File: src/rtl/max7219_pkg.sv
// Shared constants, FSM state type and frame helpers for the MAX7219 digit serializer.
package max7219_pkg;

    localparam logic [3:0] ADDR_DIGIT0    = 4'h1;
    localparam logic [3:0] ADDR_DECODE    = 4'h9;
    localparam logic [3:0] ADDR_INTENSITY = 4'hA;
    localparam logic [3:0] ADDR_SCANLIM   = 4'hB;
    localparam logic [3:0] ADDR_SHUTDOWN  = 4'hC;
    localparam logic [3:0] ADDR_TEST      = 4'hF;

    localparam logic [7:0] BLANK_CODE = 8'h0F;
    localparam int         N_INIT     = 6;

    typedef enum logic [2:0] {
        INIT_LOAD = 3'd0,
        RUN_IDLE  = 3'd1,
        SHIFT_LO  = 3'd2,
        SHIFT_HI  = 3'd3,
        GAP       = 3'd4
    } state_e;

    function automatic logic [15:0] make_frame(input logic [3:0] addr, input logic [7:0] data);
        return {4'h0, addr, data};
    endfunction

    // Power-up register sequence: shut down, leave test mode, configure, then wake.
    function automatic logic [15:0] init_word(input logic [2:0] idx,
                                              input logic [3:0] intensity,
                                              input logic [2:0] scan_limit);
        logic [15:0] w;
        case (idx)
            3'd0:    w = make_frame(ADDR_SHUTDOWN, 8'h00);
            3'd1:    w = make_frame(ADDR_TEST, 8'h00);
            3'd2:    w = make_frame(ADDR_DECODE, 8'h01);
            3'd3:    w = make_frame(ADDR_SCANLIM, {5'b00000, scan_limit});
            3'd4:    w = make_frame(ADDR_INTENSITY, {4'h0, intensity});
            default: w = make_frame(ADDR_SHUTDOWN, 8'h01);
        endcase
        return w;
    endfunction

endpackage

File: src/rtl/max7219_digit_serializer_if.sv
// Digit/enable inputs and the 3-wire MAX7219 link plus busy status.
interface max7219_digit_serializer_if;
    logic [3:0] digit;
    logic       display_active;
    logic       DIN;
    logic       CS;
    logic       SCLK;
    logic       busy;

    modport master (input digit, input display_active,
                    output DIN, output CS, output SCLK, output busy);
    modport slave  (output digit, output display_active,
                    input DIN, input CS, input SCLK, input busy);
endinterface

File: src/rtl/max7219_digit_serializer_spi16_tx.sv
// 16-bit MSB-first frame transmitter: SCLK divider, CS framing and inter-frame gap.
module spi16_tx
    import max7219_pkg::*;
#(
    parameter int CLK_DIV = 1,
    parameter int CS_GAP  = 2
) (
    input  logic        clk,
    input  logic        rst_n,
    input  logic        start_i,
    input  logic [15:0] data_i,
    output logic        ready_o,
    output logic        busy_o,
    output logic        din_o,
    output logic        cs_o,
    output logic        sclk_o
);
    localparam int DW = $clog2(CLK_DIV + 1);
    localparam int GW = $clog2(CS_GAP + 1);
    localparam logic [DW-1:0] DIV_LAST = DW'(CLK_DIV - 1);
    localparam logic [GW-1:0] GAP_LAST = GW'(CS_GAP - 1);

    state_e        state_q;
    logic [DW-1:0] div_q;
    logic [GW-1:0] gap_q;
    logic [3:0]    bit_q;
    logic [14:0]   shreg_q;
    logic          cs_q;
    logic          sclk_q;
    logic          din_q;
    logic          busy_q;

    // The last gap cycle doubles as idle so frames can run back-to-back.
    assign ready_o = (state_q == RUN_IDLE) || ((state_q == GAP) && (gap_q == GAP_LAST));
    assign busy_o  = busy_q;
    assign din_o   = din_q;
    assign cs_o    = cs_q;
    assign sclk_o  = sclk_q;

    // Frame sequencing: load, low/high SCLK phases per bit, then CS-high gap.
    always_ff @(posedge clk or negedge rst_n) begin
        if (!rst_n) begin
            state_q <= RUN_IDLE;
            div_q   <= '0;
            gap_q   <= '0;
            bit_q   <= 4'd0;
            shreg_q <= 15'd0;
            cs_q    <= 1'b1;
            sclk_q  <= 1'b0;
            din_q   <= 1'b0;
            busy_q  <= 1'b0;
        end else if (start_i && ready_o) begin
            state_q <= SHIFT_LO;
            div_q   <= '0;
            gap_q   <= '0;
            bit_q   <= 4'd15;
            shreg_q <= data_i[14:0];
            cs_q    <= 1'b0;
            sclk_q  <= 1'b0;
            din_q   <= data_i[15];
            busy_q  <= 1'b1;
        end else begin
            case (state_q)
                SHIFT_LO: begin
                    if (div_q == DIV_LAST) begin
                        div_q   <= '0;
                        sclk_q  <= 1'b1;
                        state_q <= SHIFT_HI;
                    end else begin
                        div_q <= div_q + DW'(1);
                    end
                end
                SHIFT_HI: begin
                    if (div_q == DIV_LAST) begin
                        div_q  <= '0;
                        sclk_q <= 1'b0;
                        if (bit_q == 4'd0) begin
                            cs_q    <= 1'b1;
                            din_q   <= 1'b0;
                            gap_q   <= '0;
                            state_q <= GAP;
                        end else begin
                            bit_q   <= bit_q - 4'd1;
                            din_q   <= shreg_q[14];
                            shreg_q <= {shreg_q[13:0], 1'b0};
                            state_q <= SHIFT_LO;
                        end
                    end else begin
                        div_q <= div_q + DW'(1);
                    end
                end
                GAP: begin
                    if (gap_q == GAP_LAST) begin
                        state_q <= RUN_IDLE;
                        busy_q  <= 1'b0;
                    end else begin
                        gap_q <= gap_q + GW'(1);
                    end
                end
                RUN_IDLE: begin
                    busy_q <= 1'b0;
                end
                default: begin
                    state_q <= RUN_IDLE;
                    cs_q    <= 1'b1;
                    sclk_q  <= 1'b0;
                    din_q   <= 1'b0;
                    busy_q  <= 1'b0;
                end
            endcase
        end
    end

endmodule

File: src/rtl/max7219_digit_serializer.sv
// MAX7219 driver: power-up init sequence, then digit-register writes on value change.
module max7219_digit_serializer
    import max7219_pkg::*;
#(
    parameter int         CLK_DIV    = 1,
    parameter int         CS_GAP     = 2,
    parameter logic [3:0] INTENSITY  = 4'h8,
    parameter logic [2:0] SCAN_LIMIT = 3'd0
) (
    input logic                         clk,
    input logic                         rst_n,
    max7219_digit_serializer_if.master  bus
);
    localparam logic [2:0] INIT_LAST = 3'(N_INIT - 1);

    state_e      phase_q, phase_d;
    logic [2:0]  init_idx_q, init_idx_d;
    logic [7:0]  last_sent_q, last_sent_d;
    logic        sent_valid_q, sent_valid_d;

    logic [7:0]  data_byte_s;
    logic        tx_start_s;
    logic [15:0] tx_frame_s;
    logic        tx_ready_s;

    // Pick the next frame: init ROM first, then a digit write only when D changed.
    always_comb begin
        data_byte_s  = (bus.display_active && (bus.digit <= 4'd9)) ? {4'h0, bus.digit} : BLANK_CODE;
        phase_d      = phase_q;
        init_idx_d   = init_idx_q;
        last_sent_d  = last_sent_q;
        sent_valid_d = sent_valid_q;
        tx_start_s   = 1'b0;
        tx_frame_s   = 16'h0000;
        if (phase_q == INIT_LOAD) begin
            tx_start_s = tx_ready_s;
            tx_frame_s = init_word(init_idx_q, INTENSITY, SCAN_LIMIT);
            if (tx_ready_s) begin
                init_idx_d = init_idx_q + 3'd1;
                phase_d    = (init_idx_q == INIT_LAST) ? RUN_IDLE : INIT_LOAD;
            end else begin
                init_idx_d = init_idx_q;
            end
        end else begin
            tx_start_s = tx_ready_s && (!sent_valid_q || (data_byte_s != last_sent_q));
            tx_frame_s = make_frame(ADDR_DIGIT0, data_byte_s);
            if (tx_start_s) begin
                last_sent_d  = data_byte_s;
                sent_valid_d = 1'b1;
            end else begin
                last_sent_d  = last_sent_q;
                sent_valid_d = sent_valid_q;
            end
        end
    end

    // Sequencer state registers.
    always_ff @(posedge clk or negedge rst_n) begin
        if (!rst_n) begin
            phase_q      <= INIT_LOAD;
            init_idx_q   <= 3'd0;
            last_sent_q  <= 8'h00;
            sent_valid_q <= 1'b0;
        end else begin
            phase_q      <= phase_d;
            init_idx_q   <= init_idx_d;
            last_sent_q  <= last_sent_d;
            sent_valid_q <= sent_valid_d;
        end
    end

    spi16_tx #(
        .CLK_DIV (CLK_DIV),
        .CS_GAP  (CS_GAP)
    ) u_tx (
        .clk     (clk),
        .rst_n   (rst_n),
        .start_i (tx_start_s),
        .data_i  (tx_frame_s),
        .ready_o (tx_ready_s),
        .busy_o  (bus.busy),
        .din_o   (bus.DIN),
        .cs_o    (bus.CS),
        .sclk_o  (bus.SCLK)
    );

endmodule
File: src/flat_wrapper.sv
// flat-port wrapper written by rule: the top's interface ports become plain ports
module max7219_digit_serializer_flat import max7219_pkg::*;
#(
    parameter int         CLK_DIV    = 1,
    parameter int         CS_GAP     = 2,
    parameter logic [3:0] INTENSITY  = 4'h8,
    parameter logic [2:0] SCAN_LIMIT = 3'd0
)
  (clk, rst_n, bus_digit, bus_display_active, bus_DIN, bus_CS, bus_SCLK, bus_busy);
  max7219_digit_serializer_if bus_i ();
  input logic clk;
  input logic rst_n;
  input wire logic [$bits(bus_i.digit)-1:0] bus_digit;
  input wire logic [$bits(bus_i.display_active)-1:0] bus_display_active;
  output wire logic [$bits(bus_i.DIN)-1:0] bus_DIN;
  output wire logic [$bits(bus_i.CS)-1:0] bus_CS;
  output wire logic [$bits(bus_i.SCLK)-1:0] bus_SCLK;
  output wire logic [$bits(bus_i.busy)-1:0] bus_busy;
  assign bus_i.digit = bus_digit;
  assign bus_i.display_active = bus_display_active;
  assign bus_DIN = bus_i.DIN;
  assign bus_CS = bus_i.CS;
  assign bus_SCLK = bus_i.SCLK;
  assign bus_busy = bus_i.busy;
  max7219_digit_serializer #(.CLK_DIV(CLK_DIV), .CS_GAP(CS_GAP), .INTENSITY(INTENSITY), .SCAN_LIMIT(SCAN_LIMIT)) u_core (.clk(clk), .rst_n(rst_n), .bus(bus_i));
endmodule
File: config.mk
export PLATFORM = sky130hd
export DESIGN_NAME = max7219_digit_serializer_flat
export DESIGN_NICKNAME = d
export VERILOG_FILES = /design/src/rtl/max7219_pkg.sv /design/src/rtl/max7219_digit_serializer_if.sv /design/src/rtl/max7219_digit_serializer_spi16_tx.sv /design/src/rtl/max7219_digit_serializer.sv /design/src/flat_wrapper.sv
export SDC_FILE = /design/constraint.sdc
export NUM_CORES = 1
export LEC_CHECK = 0
export BUFFER_PORTS_ARGS = -buffer_cell sky130_fd_sc_hd__buf_2
export CAP_MARGIN = 20
export CORE_UTILIZATION = 55
export DETAILED_ROUTE_END_ITERATION = 8
export HOLD_SLACK_MARGIN = 0.06
export PLACE_DENSITY = 0.75
export SYNTH_ARGS = -nofsm -noshare
export SYNTH_HDL_FRONTEND = slang
export SYNTH_SLANG_ARGS = --single-unit
File: constraint.sdc
create_clock -name clk -period 2.2 [get_ports clk]
set_input_delay 0.44 -clock clk [delete_from_list [all_inputs] [get_ports clk]]
set_output_delay 0.44 -clock clk [all_outputs]
set_load 0.005 [all_outputs]
==> results.py, run 1 <==
metrics = {
    "clock_network": {
        "cts_made_buffers": 5,
        "root_buffer": "clkbuf_8",
        "cts_setup_buffers": 0,
        "clk_pin_slew_ns": 0.08,
        "h-tree-depth": 2,
        "hold_buffers": 0,
        "clock_path_buffers": 2,
        "cts_resized": 0,
        "cts.sinks": 37,
        "cts_tree": "done",
        "clk_latency_ns": 0.29,
    },
    "detailed_routing": {
        "routed_via_density": 5.898,
        "antenna_left": 0,
        "wirelength_um": 4084,
        "dr_total_vias": 1622,
        "routedWlPerCell_um": 14.85,
        "drc": 0,
        "firstDrtPassIters": 4,
        "drtIter0Drc": 159,
    },
    "sta": {
        "period_needed_ns": 1.984,
        "final.setup_skew_ns": 0.01195,
        "setup_viol": 0,
        "final_hold_viol_count": 0,
        "max_clock_freq_ghz": 0.5040,
        "post-route-period-util_pct": 90.19,
        "drv_slew": 0,
        "fin_setup_tns_ns": 0,
        "worstMarginPinSlew_ns": 0.8225,
        "hold_ws_ns": 0.2404,
        "rsz0062_at_grt": "false",
        "slew_headroom_pct": 45.17,
    },
    "outcome": {
        "outcome": "complete, no violations",
    },
    "worst_setup_path": {
        "endpoint": "u_core.u_tx.shreg_q[1]$_DFFE_PN0P_",
        "worst-path-buf-inv": 1,
        "crit_path_start_kind": "flop",
        "path_delay_family": "simple AND/OR/NAND/NOR gates",
        "cp_cell_sequence": "inv_1 > ha_1 > nor3b_1 > nand2b_1 > o21ai_0 > or3_1 > a32oi_1",
        "criticalPathCategory": "reg -> reg",
        "path_depth": 7,
        "crit_arrival_ns": 2.19,
        "ff2ff_path_depth": 7,
        "crit_slowest_cell": "dfrtp_1",
        "endpoint_kind": "flop",
        "required_ns": 2.40,
        "slowest_delay_ns": 0.39,
        "cp_max_fo": 4,
        "r2r_slack_ns": 0.22,
        "critPathLaunch": "u_core.u_tx.bit_q[0]$_DFFE_PN0P_",
        "worstReg2RegEnd": "u_core.u_tx.shreg_q[1]$_DFFE_PN0P_",
        "timing.rr.start": "u_core.u_tx.bit_q[0]$_DFFE_PN0P_",
    },
    "floorplan": {
        "die_area_um2": 3944,
        "die_h_um": 62.80,
        "start_util_pct": 59.07,
        "ios": 11,
        "rows": 21,
        "coreArea_um2": 3442,
        "fp.dieW_um": 62.80,
    },
    "synthesis": {
        "syn_avg_cell_area_um2": 9.501,
        "synth_seq_cells": 37,
        "synthArstFlopShare_pct": 100.0,
        "ys_types": 47,
        "synth_edf_count": 0,
        "syn_inst": 214,
        "synth_ff_type": "dfrtp_1",
        "yosys_warnings": 0,
        "yosysSeqAreaShare_pct": 45.66,
        "syn_nets": 228,
        "netlist_area_um2": 2033,
    },
    "job": {
        "maxCapViolCount": 0,
    },
    "final_layout": {
        "final_area_um2": 2262,
        "diodes": 0,
        "area_growth_pct": 11.26,
        "layout_commonest_cell": "dfrtp_1",
        "final_nets": 242,
        "post-route-util_pct": 65.72,
        "drive_gt1_share_pct": 16.16,
        "final_cell_mix": "dfrtp_1, nand2_1, o21ai_0, nor2_1",
    },
    "power": {
        "p_comb_share_pct": 3.0,
        "power_density_nw_per_um2": 590.5,
        "ir_drop_v": 0.0004163,
        "p_leak_uw": 0.0009711,
        "power_switching_uw": 276.3,
        "share_seq_of_total_power_pct": 50.9,
        "clock_power_share_pct": 46.1,
        "switching_share_pct": 20.69,
        "intPower_uw": 1059,
    },
    "grt": {
        "grt_max_degree": 38,
        "antenna_found_initial": 0,
        "grt_pass1_wl_um": 7182,
        "gr-usage-all-layers_pct": 23.71,
        "overflow": 0,
        "grt_pass1_vias": 1553,
    },
    "worst_hold_path": {
        "hold_path_class": "in -> async",
    },
    "place": {
        "placed_area_um2": 2142,
        "port_buffers": 10,
        "dp_hpwl_um": 2914,
        "gp_congestion": 0.8096,
    },
}
## power groups by stage
stage | clock, uW | sequential, uW | combinational (uW)
finish | 616 | 680 | 40.1
CTS | 622 | 680 | 41.0
global route | 663 | 680 | 46.1
detailed placement | 0 | 693 | 40.8
global placement | 0 | 693 | 38.1
floorplan | 0 | 693 | 15.8
## cell type report
cell class | count | area (um2)
multi-input combinational | 159 | 1031
timing repair buffer | 15 | 87.58
sequential | 37 | 928.4
tap | 46 | 57.56
clock inverter | 2 | 37.54
clock buffer | 6 | 82.58
fill | 272 | 1180
inverter | 10 | 37.54
## worst reg2reg max path: stages, from the launching register on
cell and delay (ns):
dfrtp_1 0.39, inv_1 0.09, ha_1 0.18, nor3b_1 0.38, nand2b_1 0.24, o21ai_0 0.09
or3_1 0.33, a32oi_1 0.20
## registers in the layout (all words and copies together), names as in the netlist
signal / count
u_core.init_idx_q: 3
u_core.last_sent_q: 4
u_core.phase_q: 1
u_core.sent_valid_q: 1
u_core.u_tx.bit_q: 4
u_core.u_tx.busy_o: 1
u_core.u_tx.cs_o: 1
u_core.u_tx.din_o: 1
u_core.u_tx.gap_q: 2
u_core.u_tx.sclk_o: 1
u_core.u_tx.shreg_q: 15
u_core.u_tx.state_q: 3
## Yosys cell counts, types with 2 or more instances
cell type | count | share of area, %
and3b_1 | 2 | 0.86
mux2i_1 | 2 | 0.98
nor2_1 | 13 | 2.4
ha_1 | 7 | 4.3
nand3_1 | 3 | 0.74
o221ai_1 | 3 | 1.3
a21bo_2 | 2 | 0.98
o211ai_1 | 4 | 1.5
nand3b_1 | 3 | 1.1
nand2_1 | 31 | 5.7
dfstp_2 | 2 | 2.6
clkbuf_1 | 3 | 0.55
a32oi_1 | 2 | 0.86
a22o_1 | 2 | 0.86
a21oi_1 | 7 | 1.7
o21ai_0 | 24 | 5.9
dfrtp_1 | 35 | 43
buf_2 | 5 | 1.2
or3_1 | 3 | 0.92
o21ai_2 | 2 | 0.86
xnor2_1 | 2 | 0.86
a22oi_1 | 3 | 1.1
nand2b_1 | 10 | 3.1
a21o_1 | 3 | 1.1
nor2b_1 | 5 | 1.5
o22ai_1 | 2 | 0.62
inv_1 | 10 | 1.8
nor4_1 | 2 | 0.62
nor3b_1 | 3 | 1.1
mux2_2 | 2 | 1.1
## metrics by stage
stage	worst slack, ns	power, uW	instances
after global placement	0.1705	731.2	267
after global routing	0.09538	1388	275
after detailed placement	0.05009	733.8	267
after CTS	0.2479	1343	275
final	0.2158	1336	275
after floorplan	0.4234	709.0	214
## worst min-delay path by stage
stage | startpoint | to
floorplan | rst_n | u_core.init_idx_q[0]$_DFFE_PN0P_
global placement | u_core.u_tx.shreg_q[13]$_DFFE_PN0P_ | u_core.u_tx.shreg_q[14]$_DFFE_PN0P_
detailed placement | u_core.u_tx.shreg_q[13]$_DFFE_PN0P_ | u_core.u_tx.shreg_q[14]$_DFFE_PN0P_
CTS | rst_n | u_core.sent_valid_q$_DFFE_PN0P_
global route | rst_n | u_core.sent_valid_q$_DFFE_PN0P_
finish | rst_n | u_core.u_tx.shreg_q[2]$_DFFE_PN0P_
## logic make-up after synthesis
family / after synthesis / share of synthesized area (%)
buffers and inverters: 18 / 3.631
adders and majority gates: 7 / 4.307
and+or+nand+nor: 80 / 20.86
muxes: 4 / 2.092
xor gates and xnor gates: 3 / 1.293
DFF: 37 / 45.66
AOI/OAI and AO/OA: 65 / 22.15
## metal layers
metal | routed length [um] | GRT usage [%] | vias up
met5 | 0 | 0 | -
met4 | 54 | 6.977 | 0
met3 | 90 | 6.022 | 8
met2 | 2015 | 39.54 | 21
met1 | 1923 | 30.25 | 805
li1 | - | - | 788
(Power assumes the default switching activity.)
==> inputs of run 2 (changes only) <==
CELL_PAD_IN_SITES_DETAIL_PLACEMENT = 2   (was unset)
CELL_PAD_IN_SITES_GLOBAL_PLACEMENT = 2   (was unset)
CORE_UTILIZATION = 38   (was 55)
PLACE_DENSITY = 0.79   (was 0.75)
==> run 2 against run 1 <==
Clock skew shrank 0.0082 ns. Global-route usage shrank 1.2 points. Final cell count is 9.5% higher. Total power decreased by 10%. Routed wire length is 38% higher. Largest cell class unchanged. Largest power group unchanged. Highest routed layer unchanged.
==> results.py, run 2 (synthesis gave the netlist of run 1 again) <==
metrics = {
    "outcome": {
        "outcome": "complete, no violations",
    },
    "sta": {
        "worstMarginPinSlew_ns": 0.8388,
        "rsz0062_at_grt": "false",
        "drv_slew": 0,
        "period_needed_ns": 1.967,
        "hold_ws_ns": 0.2404,
        "post-route-period-util_pct": 89.41,
        "fin_setup_tns_ns": 0,
        "max_clock_freq_ghz": 0.5084,
        "final_hold_viol_count": 0,
        "final.setup_skew_ns": 0.003788,
        "slew_headroom_pct": 44.08,
        "setup_viol": 0,
    },
    "power": {
        "power_density_nw_per_um2": 527.4,
        "p_leak_uw": 0.0009700,
        "switching_share_pct": 24.11,
        "ir_drop_v": 0.0003760,
        "p_comb_share_pct": 3.5,
        "intPower_uw": 910.4,
        "share_seq_of_total_power_pct": 56.7,
        "power_switching_uw": 289.2,
        "clock_power_share_pct": 39.8,
    },
    "floorplan": {
        "coreArea_um2": 5140,
        "ios": 11,
        "rows": 26,
        "die_h_um": 75.15,
        "start_util_pct": 39.56,
        "fp.dieW_um": 75.15,
        "die_area_um2": 5647,
    },
    "job": {
        "maxCapViolCount": 0,
    },
    "final_layout": {
        "reg_top3": "u_core.u_tx.shreg_q (15), u_core.last_sent_q (4), u_core.u_tx.bit_q (4)",
        "final_cell_mix": "dfrtp_1, nand2_1, o21ai_0, nor2_1",
        "final_cells": 301,
        "layout_commonest_cell": "dfrtp_1",
        "drive_gt1_share_pct": 16.88,
        "final_area_um2": 2275,
        "top_register": "u_core.u_tx.shreg_q",
        "diodes": 0,
        "area_growth_pct": 11.88,
        "largest_reg_flops": 15,
        "final_nets": 244,
    },
    "grt": {
        "gr-usage-all-layers_pct": 22.52,
        "antenna_found_initial": 0,
        "grt_max_degree": 38,
        "grt_pass1_wl_um": 9225,
        "grt_pass1_vias": 1808,
        "overflow": 0,
    },
    "clock_network": {
        "root_buffer": "clkbuf_8",
        "h-tree-depth": 2,
        "clk_pin_slew_ns": 0.08,
        "clock_path_buffers": 2,
        "cts.sinks": 37,
        "cts_made_buffers": 5,
        "cts_setup_buffers": 0,
        "cts_tree": "done",
        "clk_latency_ns": 0.30,
    },
    "place": {
        "placed_area_um2": 2187,
        "placedCellCount": 293,
        "port_buffers": 10,
        "dp_hpwl_um": 3951,
        "gp_congestion": 0.7316,
    },
    "worst_setup_path": {
        "cp_max_fo": 6,
        "endpoint_kind": "flop",
        "crit_arrival_ns": 2.18,
        "crit_path_start_kind": "flop",
        "r2r_slack_ns": 0.23,
        "criticalPathCategory": "reg -> reg",
        "required_ns": 2.41,
    },
    "detailed_routing": {
        "firstDrtPassIters": 4,
        "drtIter0Drc": 93,
        "dr_total_vias": 1654,
        "routed_via_density": 5.495,
        "antenna_left": 0,
        "routedWlPerCell_um": 18.77,
        "drc": 0,
        "wirelength_um": 5651,
    },
    "worst_hold_path": {
        "hold_path_class": "in -> async",
    },
}
==> run 2: changes by cell type in the layout (fill, tap and decap cells not counted), sizes merged <==
cell / delta
clkinv: +2
bufinv: -1
clkinvlp: -1
buf: +2
==> run 2: cell type report <==
type	count	area [um2]
multi-input combinational	159	1036
timing repair buffer	17	102.6
clock inverter	2	10.01
fill	604	2865
inverter	10	37.54
tap	70	87.58
sequential	37	928.4
clock buffer	6	72.57
==> run 2: worst paths after layout <==
| kind | from | to | depth (start not counted) |
|---|---|---|---|
| worst max-delay path | u_core.u_tx.bit_q[0]$_DFFE_PN0P_ | u_core.u_tx.shreg_q[2]$_DFFE_PN0P_ | 7 |
| worst min-delay path | rst_n | u_core.last_sent_q[2]$_DFFE_PN0P_ | 1 |
| worst max register to register | u_core.u_tx.bit_q[0]$_DFFE_PN0P_ | u_core.u_tx.shreg_q[2]$_DFFE_PN0P_ | 7 |
| worst min register to register | u_core.u_tx.shreg_q[5]$_DFFE_PN0P_ | u_core.u_tx.shreg_q[6]$_DFFE_PN0P_ | 2 |
| max in group asynchronous | rst_n | u_core.u_tx.shreg_q[5]$_DFFE_PN0P_ | 1 |
| min in group clk | u_core.u_tx.shreg_q[5]$_DFFE_PN0P_ | u_core.u_tx.shreg_q[6]$_DFFE_PN0P_ | 2 |
==> run 2: stage by stage <==
stage	power (uW)	util, %	setup WS, ns
after CTS	1220	44.16	0.08734
after global placement	733.5	42.55	0.1304
after global routing	1247	44.26	0.04300
final	1200	44.26	0.2330
after floorplan	709.0	-	0.4234
after detailed placement	736.9	42.55	0.008775
==> run 2: power by group through the flow <==
stage / Clock [uW] / Sequential, uW / Combinational, uW
after detailed placement: 0 / 693 / 43.9
after floorplan: 0 / 693 / 15.8
final: 478 / 680 / 42.1
after global routing: 520 / 680 / 47.9
after global placement: 0 / 693 / 40.5
after CTS: 496 / 680 / 44.1
==> run 2: worst max-delay path: stages, from the launching register on <==
cell	delay (ns)
dfrtp_1	0.40
inv_1	0.10
ha_1	0.19
nor3b_2	0.28
nand2b_1	0.25
o21ai_0	0.10
or3_1	0.33
a32oi_1	0.22
==> run 2: repair_timing <==
action                                  in CTS  in global routing
endpoints found under the setup margin       0                  4
hold buffers                                 0                  0
resized for setup                            0                  1
==> run 2: layer usage <==
metal | global-route usage [%] | vias up | wire length (um)
li1 | - | 791 | -
met1 | 28.07 | 843 | 2580
met2 | 39.14 | 12 | 2875
met3 | 4.685 | 8 | 117
met4 | 7.202 | 0 | 78
met5 | 0 | - | 0
==> inputs of run 3 (changes only) <==
CORE_MARGIN = 2   (was unset)
CTS_CLUSTER_SIZE = 30   (was unset)
==> run 3 against run 2 <==
Cell area is 0.22% lower. Clock power barely moved. Fmax down 3.1%. Clock skew increased by 0.0060 ns. Highest routed layer unchanged. Routed wire length shrank 2.7%. Flip-flop and latch count unchanged. Global-route usage decreased by 2.7 points.
==> results.py, run 3 (synthesis gave the netlist of run 1 again) <==
metrics = {
    "outcome": {
        "outcome": "complete, no violations",
    },
    "clock_network": {
        "h-tree-depth": 2,
        "clk_pin_slew_ns": 0.08,
        "cts_tree": "done",
        "cts_made_buffers": 5,
        "clk_latency_ns": 0.29,
        "hold_buffers": 0,
        "cts.sinks": 37,
        "root_buffer": "clkbuf_8",
        "clock_path_buffers": 2,
    },
    "detailed_routing": {
        "routedWlPerCell_um": 18.39,
        "wirelength_um": 5500,
        "drtIter0Drc": 68,
        "drc": 0,
        "firstDrtPassIters": 4,
        "routed_via_density": 5.625,
        "dr_total_vias": 1682,
        "antenna_left": 0,
    },
    "sta": {
        "post-route-period-util_pct": 92.25,
        "setup_viol": 0,
        "drv_slew": 0,
        "fin_setup_tns_ns": 0,
        "period_needed_ns": 2.030,
        "final.setup_skew_ns": 0.009786,
        "worstMarginPinSlew_ns": 0.8465,
        "final_hold_viol_count": 0,
        "max_clock_freq_ghz": 0.4927,
        "rsz0062_at_grt": "false",
        "slew_headroom_pct": 43.57,
        "fin_ws_ns": 0.1705,
    },
    "grt": {
        "grt_pass1_wl_um": 9239,
        "overflow": 0,
        "grt_pass1_vias": 1806,
        "gr-usage-all-layers_pct": 19.82,
        "antenna_found_initial": 0,
        "grt_max_degree": 38,
    },
    "power": {
        "ir_drop_v": 0.0002534,
        "total_power_uw": 1199,
        "p_leak_uw": 0.0009617,
        "power_density_nw_per_um2": 528.1,
    },
    "final_layout": {
        "post-route-util_pct": 44.16,
        "area_growth_pct": 11.63,
        "drive_gt1_share_pct": 17.03,
        "final_nets": 242,
        "largest_reg_flops": 15,
        "diodes": 0,
        "final_area_um2": 2270,
        "final_cell_mix": "dfrtp_1, nand2_1, o21ai_0, nor2_1",
        "top_register": "u_core.u_tx.shreg_q",
        "reg_top3": "u_core.u_tx.shreg_q (15), u_core.last_sent_q (4), u_core.u_tx.bit_q (4)",
        "layout_commonest_cell": "dfrtp_1",
    },
    "worst_setup_path": {
        "crit_arrival_ns": 2.18,
        "ff2ff_path_depth": 8,
        "criticalPathCategory": "reg -> reg",
        "endpoint_kind": "flop",
        "required_ns": 2.35,
        "critPathLaunch": "u_core.u_tx.bit_q[0]$_DFFE_PN0P_",
        "worstReg2RegEnd": "u_core.u_tx.bit_q[3]$_DFFE_PN0P_",
        "crit_path_start_kind": "flop",
        "endpoint": "u_core.u_tx.bit_q[3]$_DFFE_PN0P_",
        "cp_max_fo": 15,
        "timing.rr.start": "u_core.u_tx.bit_q[0]$_DFFE_PN0P_",
        "r2r_slack_ns": 0.17,
    },
    "place": {
        "dp_hpwl_um": 4028,
        "placed_area_um2": 2172,
        "gp_congestion": 0.8364,
        "pre_cts_slack_ns": 0.01176,
        "port_buffers": 10,
    },
    "floorplan": {
        "die_area_um2": 5951,
        "coreArea_um2": 5140,
        "die_h_um": 77.15,
        "ios": 11,
        "fp.dieW_um": 77.15,
        "rows": 26,
        "start_util_pct": 39.56,
    },
    "job": {
        "maxCapViolCount": 0,
    },
    "worst_hold_path": {
        "hold_path_class": "in -> async",
    },
}
[run 3: cell count changes in the layout (fill, tap and decap cells not counted), sizes merged]
cell      before  now
clkbuf         6    5
buf           17   15
clkinvlp       0    1
[run 3: how the worst min path moves through the flow]
stage               slack [ns]  cells past startpoint                                 from                                   to
floorplan                 0.14                      0                                rst_n     u_core.init_idx_q[0]$_DFFE_PN0P_
global placement          0.46                      2   u_core.u_tx.shreg_q[5]$_DFFE_PN0P_   u_core.u_tx.shreg_q[6]$_DFFE_PN0P_
detailed placement        0.48                      2  u_core.u_tx.shreg_q[13]$_DFFE_PN0P_  u_core.u_tx.shreg_q[14]$_DFFE_PN0P_
CTS                       0.28                      1                                rst_n    u_core.last_sent_q[3]$_DFFE_PN0P_
global route              0.31                      1                                rst_n   u_core.u_tx.shreg_q[3]$_DFFE_PN0P_
finish                    0.25                      1                                rst_n   u_core.u_tx.shreg_q[2]$_DFFE_PN0P_
[run 3: area by class of cell]
cell class / instances / area, um2
clock buffer: 5 / 68.82
clock inverter: 3 / 17.52
fill: 579 / 2870
inverter: 10 / 37.54
multi-input combinational: 159 / 1042
sequential: 37 / 928.4
tap: 70 / 87.58
timing repair buffer: 15 / 87.58
[run 3: repair_timing]
item | CTS | global route
setup buffers | 0 | 0
gates resized for setup | 0 | 2
setup endpoints to repair | 0 | 3
[run 3: per-layer routing]
layer	GRT usage, %	up-vias	share of wire (%)
met1	25.73	871	47
met2	33.39	17	50
met4	5.714	0	1.0
met3	4.000	6	1.8
li1	-	788	-
met5	0	-	0
[run 3: critical path, cell delays in order (launching register included)]
cell and delay [ns]:
dfrtp_1 0.41, inv_1 0.10, ha_1 0.24, nor3b_2 0.18
nand2b_1 0.23, buf_4 0.23, nor4_2 0.23, xnor2_1 0.18
nand2_1 0.09
[run 3: power by group]
| part | leakage, uW | switching [uW] | internal [uW] |
|---|---|---|---|
| logic | 0.000433 | 31.4 | 10.9 |
| registers | 0.000485 | 0 | 680 |
| clock network | 0.0000439 | 258 | 219 |
| total | 0.000962 | 289 | 910 |
[run 3: metrics by stage]
stage / hold WS, ns / cells
final: 0.2549 / 299
after global routing: 0.3054 / 299
after CTS: 0.2790 / 299
after detailed placement: 0.4810 / 291
after global placement: 0.4648 / 291
after floorplan: 0.1444 / 214
